[config.mk]
export PLATFORM = sky130hd
export DESIGN_NAME = clock_enable_chain
export DESIGN_NICKNAME = d
export VERILOG_FILES = /design/src/rtl/clock_enable_pkg.sv /design/src/rtl/div_stage.sv /design/src/rtl/clock_enable_chain.sv
export SDC_FILE = /design/constraint.sdc
export NUM_CORES = 1
export LEC_CHECK = 0
export ABC_CLOCK_PERIOD_IN_PS = 3200
export CORE_MARGIN = 4
export CORE_UTILIZATION = 40
export DETAILED_ROUTE_END_ITERATION = 10
export HOLD_SLACK_MARGIN = 0.06
export PLACE_DENSITY = 0.68
export RECOVER_POWER = 25
export SLEW_MARGIN = 0
export SYNTH_ARGS = -nofsm -noshare
export SYNTH_HDL_FRONTEND = slang
export SYNTH_SLANG_ARGS = --single-unit
[constraint.sdc]
create_clock -name clk_s -period 3.2 [get_ports clk_s]
set_input_delay 0.48 -clock clk_s [delete_from_list [all_inputs] [get_ports clk_s]]
set_output_delay 0.48 -clock clk_s [all_outputs]
set_load 0.01 [all_outputs]
[src/rtl/clock_enable_pkg.sv]
// Shared types, reset ratios and ratio clamping for the clock-enable divider chain.
package clock_enable_pkg;

  localparam int unsigned W_DEF     = 8;
  localparam int unsigned RATIO_MIN = 2;
  localparam int unsigned M0_DEF    = 250;  // 240 MHz -> 960 kHz
  localparam int unsigned M1_DEF    = 30;   // 960 kHz -> 32 kHz

  typedef logic [W_DEF-1:0] ratio_t;

  typedef enum logic {
    IDLE    = 1'b0,
    PENDING = 1'b1
  } upd_state_t;

  // Ratios below 2 cannot produce a distinct high and low phase, so raise them to 2.
  function automatic logic [31:0] ratio_clamp(input logic [31:0] r);
    return (r < RATIO_MIN) ? 32'(RATIO_MIN) : r;
  endfunction

endpackage

[src/rtl/div_stage.sv]
// One divider stage: W-bit counter advancing on adv, registered enable strobe
// and registered reference clock (high for floor(M/2) advances).
module div_stage
  import clock_enable_pkg::*;
#(
  parameter int unsigned W = W_DEF
) (
  input  logic         clk_s,
  input  logic         reset,
  input  logic         adv,
  input  logic         clear,
  input  logic         load_zero,
  input  logic [W-1:0] ratio,
  output logic         wrap,
  output logic         en,
  output logic         clk_out
);

  logic [W-1:0] cnt;
  logic [W-1:0] half_m1;

  assign half_m1 = (ratio >> 1) - W'(1);
  assign wrap    = adv && (cnt == ratio - W'(1));

  // Counter, strobe and reference clock; clear restarts the stage, load_zero only rewinds the counter.
  always_ff @(posedge clk_s or posedge reset) begin
    if (reset) begin
      cnt     <= '0;
      en      <= 1'b0;
      clk_out <= 1'b0;
    end else if (clear) begin
      cnt     <= '0;
      en      <= 1'b0;
      clk_out <= 1'b0;
    end else begin
      en <= wrap;
      if (wrap)
        clk_out <= 1'b1;
      else if (adv && (cnt == half_m1))
        clk_out <= 1'b0;
      if (load_zero || wrap)
        cnt <= '0;
      else if (adv)
        cnt <= cnt + W'(1);
    end
  end

endmodule

[src/rtl/clock_enable_chain.sv]
// Cascaded clock-enable divider with runtime ratio update applied at the
// last-stage frame boundary (or immediately on sync).
module clock_enable_chain
  import clock_enable_pkg::*;
#(
  parameter int unsigned N_STAGES = 2,
  parameter int unsigned W        = W_DEF,
  parameter int unsigned M_INIT [N_STAGES] = '{M0_DEF, M1_DEF}
) (
  input  logic                  reset,
  input  logic                  clk_s,
  input  logic                  sync,
  input  logic                  ratio_req,
  input  logic [N_STAGES*W-1:0] ratio_in,
  output logic                  ratio_ack,
  output logic                  busy,
  output logic [N_STAGES-1:0]   en,
  output logic [N_STAGES-1:0]   clk_out,
  output logic                  locked
);

  upd_state_t          state;
  logic [W-1:0]        active [N_STAGES];
  logic [W-1:0]        shadow [N_STAGES];
  logic [N_STAGES-1:0] adv;
  logic [N_STAGES-1:0] wrap;
  logic                apply;

  // A pending update lands on the last-stage wrap, or at once when sync restarts the chain.
  assign apply = (state == PENDING) && (sync || wrap[N_STAGES-1]);

  for (genvar g = 0; g < N_STAGES; g++) begin : g_stage
    if (g == 0) begin : g_first
      assign adv[g] = 1'b1;
    end else begin : g_next
      assign adv[g] = en[g-1];
    end

    div_stage #(.W(W)) u_stage (
      .clk_s     (clk_s),
      .reset     (reset),
      .adv       (adv[g]),
      .clear     (sync),
      .load_zero (apply),
      .ratio     (active[g]),
      .wrap      (wrap[g]),
      .en        (en[g]),
      .clk_out   (clk_out[g])
    );
  end

  // Update FSM: latch clamped request into shadow, later copy shadow to active with an ack pulse.
  always_ff @(posedge clk_s or posedge reset) begin
    if (reset) begin
      state     <= IDLE;
      busy      <= 1'b0;
      ratio_ack <= 1'b0;
      for (int unsigned i = 0; i < N_STAGES; i++) begin
        active[i] <= W'(M_INIT[i]);
        shadow[i] <= W'(M_INIT[i]);
      end
    end else begin
      ratio_ack <= 1'b0;
      case (state)
        IDLE: begin
          if (ratio_req) begin
            for (int unsigned i = 0; i < N_STAGES; i++)
              shadow[i] <= W'(ratio_clamp(32'(ratio_in[i*W +: W])));
            state <= PENDING;
            busy  <= 1'b1;
          end
        end
        PENDING: begin
          if (apply) begin
            for (int unsigned i = 0; i < N_STAGES; i++)
              active[i] <= shadow[i];
            ratio_ack <= 1'b1;
            state     <= IDLE;
            busy      <= 1'b0;
          end
        end
        default: state <= IDLE;
      endcase
    end
  end

  // locked: first last-stage strobe since the most recent restart or ratio apply.
  always_ff @(posedge clk_s or posedge reset) begin
    if (reset)
      locked <= 1'b0;
    else if (sync || apply)
      locked <= 1'b0;
    else if (wrap[N_STAGES-1])
      locked <= 1'b1;
  end

endmodule

## Word-level counts from Yosys, hierarchy flattened

Index checks and enable logic that the tools add are counted.

| word-level totals | value |
|---|---|
| bits in registers | 56 |
| bits in latches | 0 |
| memory bits (writable) | 0 |
| bits in read-only memories | 0 |
| bits of input ports | 20 |
| output and inout bits | 7 |
| word-level logic and storage cells | 68 |
| memories kept | 0 |

| operators by class | value |
|---|---|
| add/subtract/negate cells | 6 |
| multipliers | 0 |
| div/mod/pow operators | 0 |
| $lt $le $gt $ge | 2 |
| equal/unequal tests | 6 |
| shift operators | 0 |
| multiplexer cells | 25 |
| bitwise operators | 1 |
| reductions and logical operators | 14 |

Operator list:

| kind | number |
|---|---|
| $mux 8 | 7 |
| $eq 8x8->1 | 4 |
| $add 8x1->8 const B | 2 |
| $lt 8x2->1 const B | 2 |
| $mux 1 | 16 |
| $sub 7x1->8 const B | 2 |
| $sub 8x1->8 const B | 2 |
| $reduce_bool 3->1 | 3 |
| $reduce_and 2->1 | 3 |
| $logic_or 1x1->1 | 4 |
| $pmux 1 s2 | 2 |
| $logic_and 1x1->1 | 3 |
| $ne 2x1->1 const B | 1 |
| $ne 2x2->1 const B | 1 |
| $reduce_bool 2->1 | 1 |
| $not 1->1 | 1 |

## Logic depth before layout (Yosys ltp)

| logic depth | value |
|---|---|
| word-level depth | 8 |
| gate-level depth with buffers | 10 |
| mapped depth without buffers | 7 |

## Cells and area by module

From an unflattened synthesis, not the netlist that was laid out.

| second synthesis, totals | value |
|---|---|
| cells, all modules | 327 |
| area total of the unflattened synthesis | 3314.4 um^2 |

Modules (own cells, without submodules):

| module | times used | cells each | area an instance (um^2) | sequential area each (um^2) |
|---|---|---|---|---|
| div_stage | 2 | 104 | 932.1 | 250.2 |
| clock_enable_chain | 1 | 119 | 1450.1 | 925.9 |

## Worst setup path after synthesis

OpenSTA, ideal clock, no wires.

| path | value |
|---|---|
| kind | flip-flop to flip-flop |
| start | reg active[1] (netlist name) |
| end | reg active[0] (netlist name) |
| library setup time | 0.125 ns |
| data arrival time | 2.331 ns |
| required time | 3.075 ns |
| setup slack | 0.743 ns |
| stages on the path, launching flop included | 10 |
| path buffers | 2 |
| period minus slack after synthesis | 2.457 ns |
| cell sequence | dfstp_2 > inv_1 > ha_1 > o21ba_1 > a221oi_2 > o22ai_1 > o31a_1 > buf_4 > buf_6 > mux2_4 |

| on the way | value |
|---|---|
| word-level cells in the longest chain between the ends | 6 |

RTL lines:

| element | RTL line | source |
|---|---|---|
| start: declaration | clock_enable_chain.sv:23 | `logic [W-1:0] active [N_STAGES];` |
| start signal: indexed assignment | clock_enable_chain.sv:59 | `active[i] <= W'(M_INIT[i]);` |
| start signal: indexed assignment | clock_enable_chain.sv:76 | `active[i] <= shadow[i];` |
| $sub 8x1->8 | div_stage.sv:23 | `assign wrap = adv && (cnt == ratio - W'(1));` |
| $eq 8x8->1 | div_stage.sv:23 |  |
| $logic_and 1x1->1 | div_stage.sv:23 |  |
| $logic_or 1x1->1 | clock_enable_chain.sv:30 | `assign apply = (state == PENDING) && (sync \|\| wrap[N_STAGES-1]);` |
| $logic_and 1x1->1 | clock_enable_chain.sv:30 |  |
| $reduce_and 2->1 (no source line) | -- |  |

Every way passes these cells.
A chain may end at the register's enable or synchronous reset.

## Worst setup path after layout

| path | value |
|---|---|
| start | reg active[1] (netlist name) |
| end | reg active[7] (netlist name) |

The elaborated chain is that of the path after synthesis.

==> impl_summary.md <==
Cells and area
Cells fill between 40 and 50% of the core in the end. The final-stage net count is around 390. The number of antenna diodes in the final layout is 0. The post-synthesis to final-layout area growth is 11.59%.

Fill cells in the final layout number about 800. The share of layout cells above drive strength 1 is 12.84%.

Run status
The run finished, with violations left. The checks that failed: capacitance limit, slew limit.

Worst setup path
The signal arrival time at the worst endpoint is 3130 ps. The kind of end point of the critical path is a register. The beginning of the critical path is active[1]. In this run the worst setup path terminates at active[7]. The worst endpoint required time is between 3000 and 4000 ps. The worst flop-to-flop path startpoint is active[1]. Of all nets on the critical path, the largest fanout is 18. The length in cells of the worst reg-to-reg path is 7. STA classifies the critical path startpoint as a register. The critical path is of the register to register type. The slack of the worst reg-to-reg path is roughly 270 ps. In this run the critical register-to-register path is captured at active[7].

Logic synthesis
Summed over all instances, the cell type with the most area after synthesis is sky130_fd_sc_hd__dfrtp_1. The cell area after synthesis is between 3000 and 4000 um^2. Sorting the synthesized cells by how often they occur yields 49 x sky130_fd_sc_hd__nand2_1, 36 x sky130_fd_sc_hd__dfrtp_1, 27 x sky130_fd_sc_hd__nor2_1, 25 x sky130_fd_sc_hd__xnor2_1, 23 x sky130_fd_sc_hd__xor2_1. The top flip-flop cell by instance count after synthesis is sky130_fd_sc_hd__dfrtp_1. The cell count after synthesis is about 350. Dividing the synthesized area by the synthesized cell count gives approximately 9.6 um^2. In the post-synthesis netlist, the cell with the most instances is sky130_fd_sc_hd__nand2_1.

The number of warnings printed during yosys synthesis is 0. The proportion of netlist area held by the largest area contributor is 26.57%. The total nets after synthesis is between 300 and 400.

Sequential elements use 42.07% of the synthesized area. Of all flip-flops after synthesis, the portion carrying an async set or reset was 100.0%. The synthesized design contains 0 enable-type register cells. Yosys attributes the largest share of cell area to sky130_fd_sc_hd__dfrtp_1 27%, sky130_fd_sc_hd__dfstp_2 15%, sky130_fd_sc_hd__xnor2_1 6.5%. The flop and latch count out of synthesis is 56. The number of distinct library cells after synthesis is 59.

STA
At the pin with the least slew margin, the transition time is approximately 1800 ps. The final setup skew is 10.82 ps. Setup total negative slack on the finished layout was measured at 0 ps. The worst-case hold slack is ~470 ps.

Setup violations remaining at the end of the flow were counted as 0. The number of endpoints with negative hold slack in the final report came to 0. The number of max-slew violations in the final report is 49. The remaining max-slew budget at the tightest pin is -16.88%.

Setup repair after global routing left no endpoint under its margin. After layout, the minimum clock period comes to ~2900 ps. The final critical-path share of the clock period is roughly nine tenths. The timing-limited maximum frequency is 0.3410 GHz.

GRT
Entering global routing, the biggest net connects 49 pins. The total congestion overflow is 0. The first global-routing pass estimated 11.50 mm of wire.

The initial antenna violation count came to 0. The number of global-route vias before repair is ~2400. The global-route total usage across every layer is 13.96%.

Floorplan
The initial core utilization is about two fifths. The floorplan has 33 rows. The floorplan step defined a die boundary enclosing around 10000 um^2. During I/O placement, the number of pins put on the boundary was 27.

The core footprint is 8217 um^2. The die width is between 100 and 150 um. The die is around 100 um tall.

Power and ir drop
The peak supply drop is 0.2514 mV. The areal power density over the cells is about 650 nW/um^2. For this design the static power due to leakage is ~0.0016 uW.

CTS
The clock tree root driver cell is sky130_fd_sc_hd__clkbuf_8. The clock edge transition at the registers on the reported setup and hold paths is about 110 ps. The number of levels the H-tree was split into is 2. For this design, the sink count on the clock tree is 56.

Hold repair after CTS inserted 0 buffers. After clock tree synthesis, the setup repair step added 0 buffers. For the worst-skew pair, the clock arrives at the later sink with an insertion delay of ~320 ps. The buffer levels on the longest clock path is 2. TritonCTS built the clock tree. The count of instances resized after the clock tree is built is 0. TritonCTS created 5 clock buffers.

Route
For this run, the detailed router's first-pass iteration total came to 4. In this run, the number of DRC markers left after iteration 0 of detailed routing was 200. The remaining antenna violation count is 0. The average vias per placed instance is around 5.5.

Dividing the detail-routed wire length by the instance count gives roughly 15 um. The total wirelength of the detailed-routed design is 6.846 mm. Summing over every cut layer, the via total after detailed routing is between 2000 and 3000. In the routed design, unresolved DRC markers number 0.

Place
The half-perimeter wire length after placement is just over 5 mm. Routability-driven placement finished with a final weighted congestion of 0.8778. The number of port buffers is 26.

Hold path
The type of the worst min-delay path is register to register.

Run
The number of max-cap violations is 1.
==> worst min path at each step <==
stage                          start         end  slack, ps  cells after the start
after detailed placement   shadow[3]   shadow[3]        460                      2
after global routing       shadow[4]   shadow[4]        480                      2
after floorplan           shadow[11]  shadow[11]        440                      2
final                     shadow[14]  shadow[14]        470                      2
after global placement     shadow[4]   shadow[4]        450                      2
after CTS                 shadow[14]  shadow[14]        480                      2
==> where the power goes <==
part	switching [uW]	total [uW]	internal, uW
Combinational	469	949	479
Sequential	227	1130	907
Clock	238	395	157
==> through the flow <==
step	total power [uW]	cells	setup WS (ps)	cell area (um^2)
final	2478	471	267.9	3784
after floorplan	1861	352	743.5	3391
after global placement	2050	463	362.6	3692
after global routing	2645	471	65.71	3784
after CTS	2485	471	241.2	3784
after detailed placement	2087	463	249.4	3692
==> cell usage in the layout (no fill, tap or decap), types with 4 or more instances in the layout <==
master,count
sky130_fd_sc_hd__dfstp_2,20
sky130_fd_sc_hd__nand4_1,8
sky130_fd_sc_hd__mux2_4,8
sky130_fd_sc_hd__a31oi_1,4
sky130_fd_sc_hd__nor4_1,9
sky130_fd_sc_hd__ha_1,6
sky130_fd_sc_hd__xnor2_1,25
sky130_fd_sc_hd__inv_1,12
sky130_fd_sc_hd__dfrtp_1,36
sky130_fd_sc_hd__nand2_1,49
sky130_fd_sc_hd__buf_4,5
sky130_fd_sc_hd__mux2_1,8
sky130_fd_sc_hd__nor2_1,27
sky130_fd_sc_hd__xor2_1,23
sky130_fd_sc_hd__clkbuf_8,5
sky130_fd_sc_hd__nand3_1,9
sky130_fd_sc_hd__nor3_1,6
sky130_fd_sc_hd__a21oi_1,8
sky130_fd_sc_hd__clkdlybuf4s50_1,24
==> worst max-delay path: stages, from the launching register on <==
cell,delay (ps)
sky130_fd_sc_hd__dfstp_2,590
sky130_fd_sc_hd__inv_1,80
sky130_fd_sc_hd__ha_1,300
sky130_fd_sc_hd__nand2b_1,140
sky130_fd_sc_hd__and3b_1,190
sky130_fd_sc_hd__o22ai_1,270
sky130_fd_sc_hd__o31a_1,860
sky130_fd_sc_hd__mux2_1,390
==> logic make-up (layout without fill, tap and decap cells) <==
| kind of cell | after synthesis | count (layout) | share of synthesized area, % |
|---|---|---|---|
| adders and majority gates | 6 | 6 | 2.214 |
| buffers and inverters | 39 | 53 | 5.313 |
| muxes | 18 | 18 | 6.790 |
| DFF | 56 | 56 | 42.07 |
| xor gates and xnor gates | 48 | 48 | 12.40 |
| and+or+nand+nor | 140 | 140 | 21.18 |
| AOI/OAI and AO/OA | 45 | 45 | 10.04 |
==> final cells by class <==
type | instances | area (um^2) | share of cell area (%)
well taps | 105 | 131.4 | 3.472
clock inverters | 3 | 22.52 | 0.5952
clock buffers | 5 | 68.82 | 1.819
inverters | 14 | 52.55 | 1.389
multi-input cells | 257 | 1784 | 47.16
flip-flops and latches | 56 | 1426 | 37.70
repair buffers | 31 | 297.8 | 7.870
==> sequential cells by signal (all words and copies together), names as in the netlist <==
signal	count
shadow	16
g_stage.u_stage.clk_out	2
g_stage.u_stage.cnt	16
ratio_ack	1
active	16
locked	1
busy	1
state	1
g_stage.u_stage.en	2
==> metal layers <==
layer	GRT usage (%)	up-vias	routed length [um]
li1	-	1256	-
met1	20.04	1241	3380
met2	21.50	61	3038
met3	2.085	10	310
met4	5.078	0	116
met5	0	-	0
Note: power is estimated with default switching activity, not from simulation.
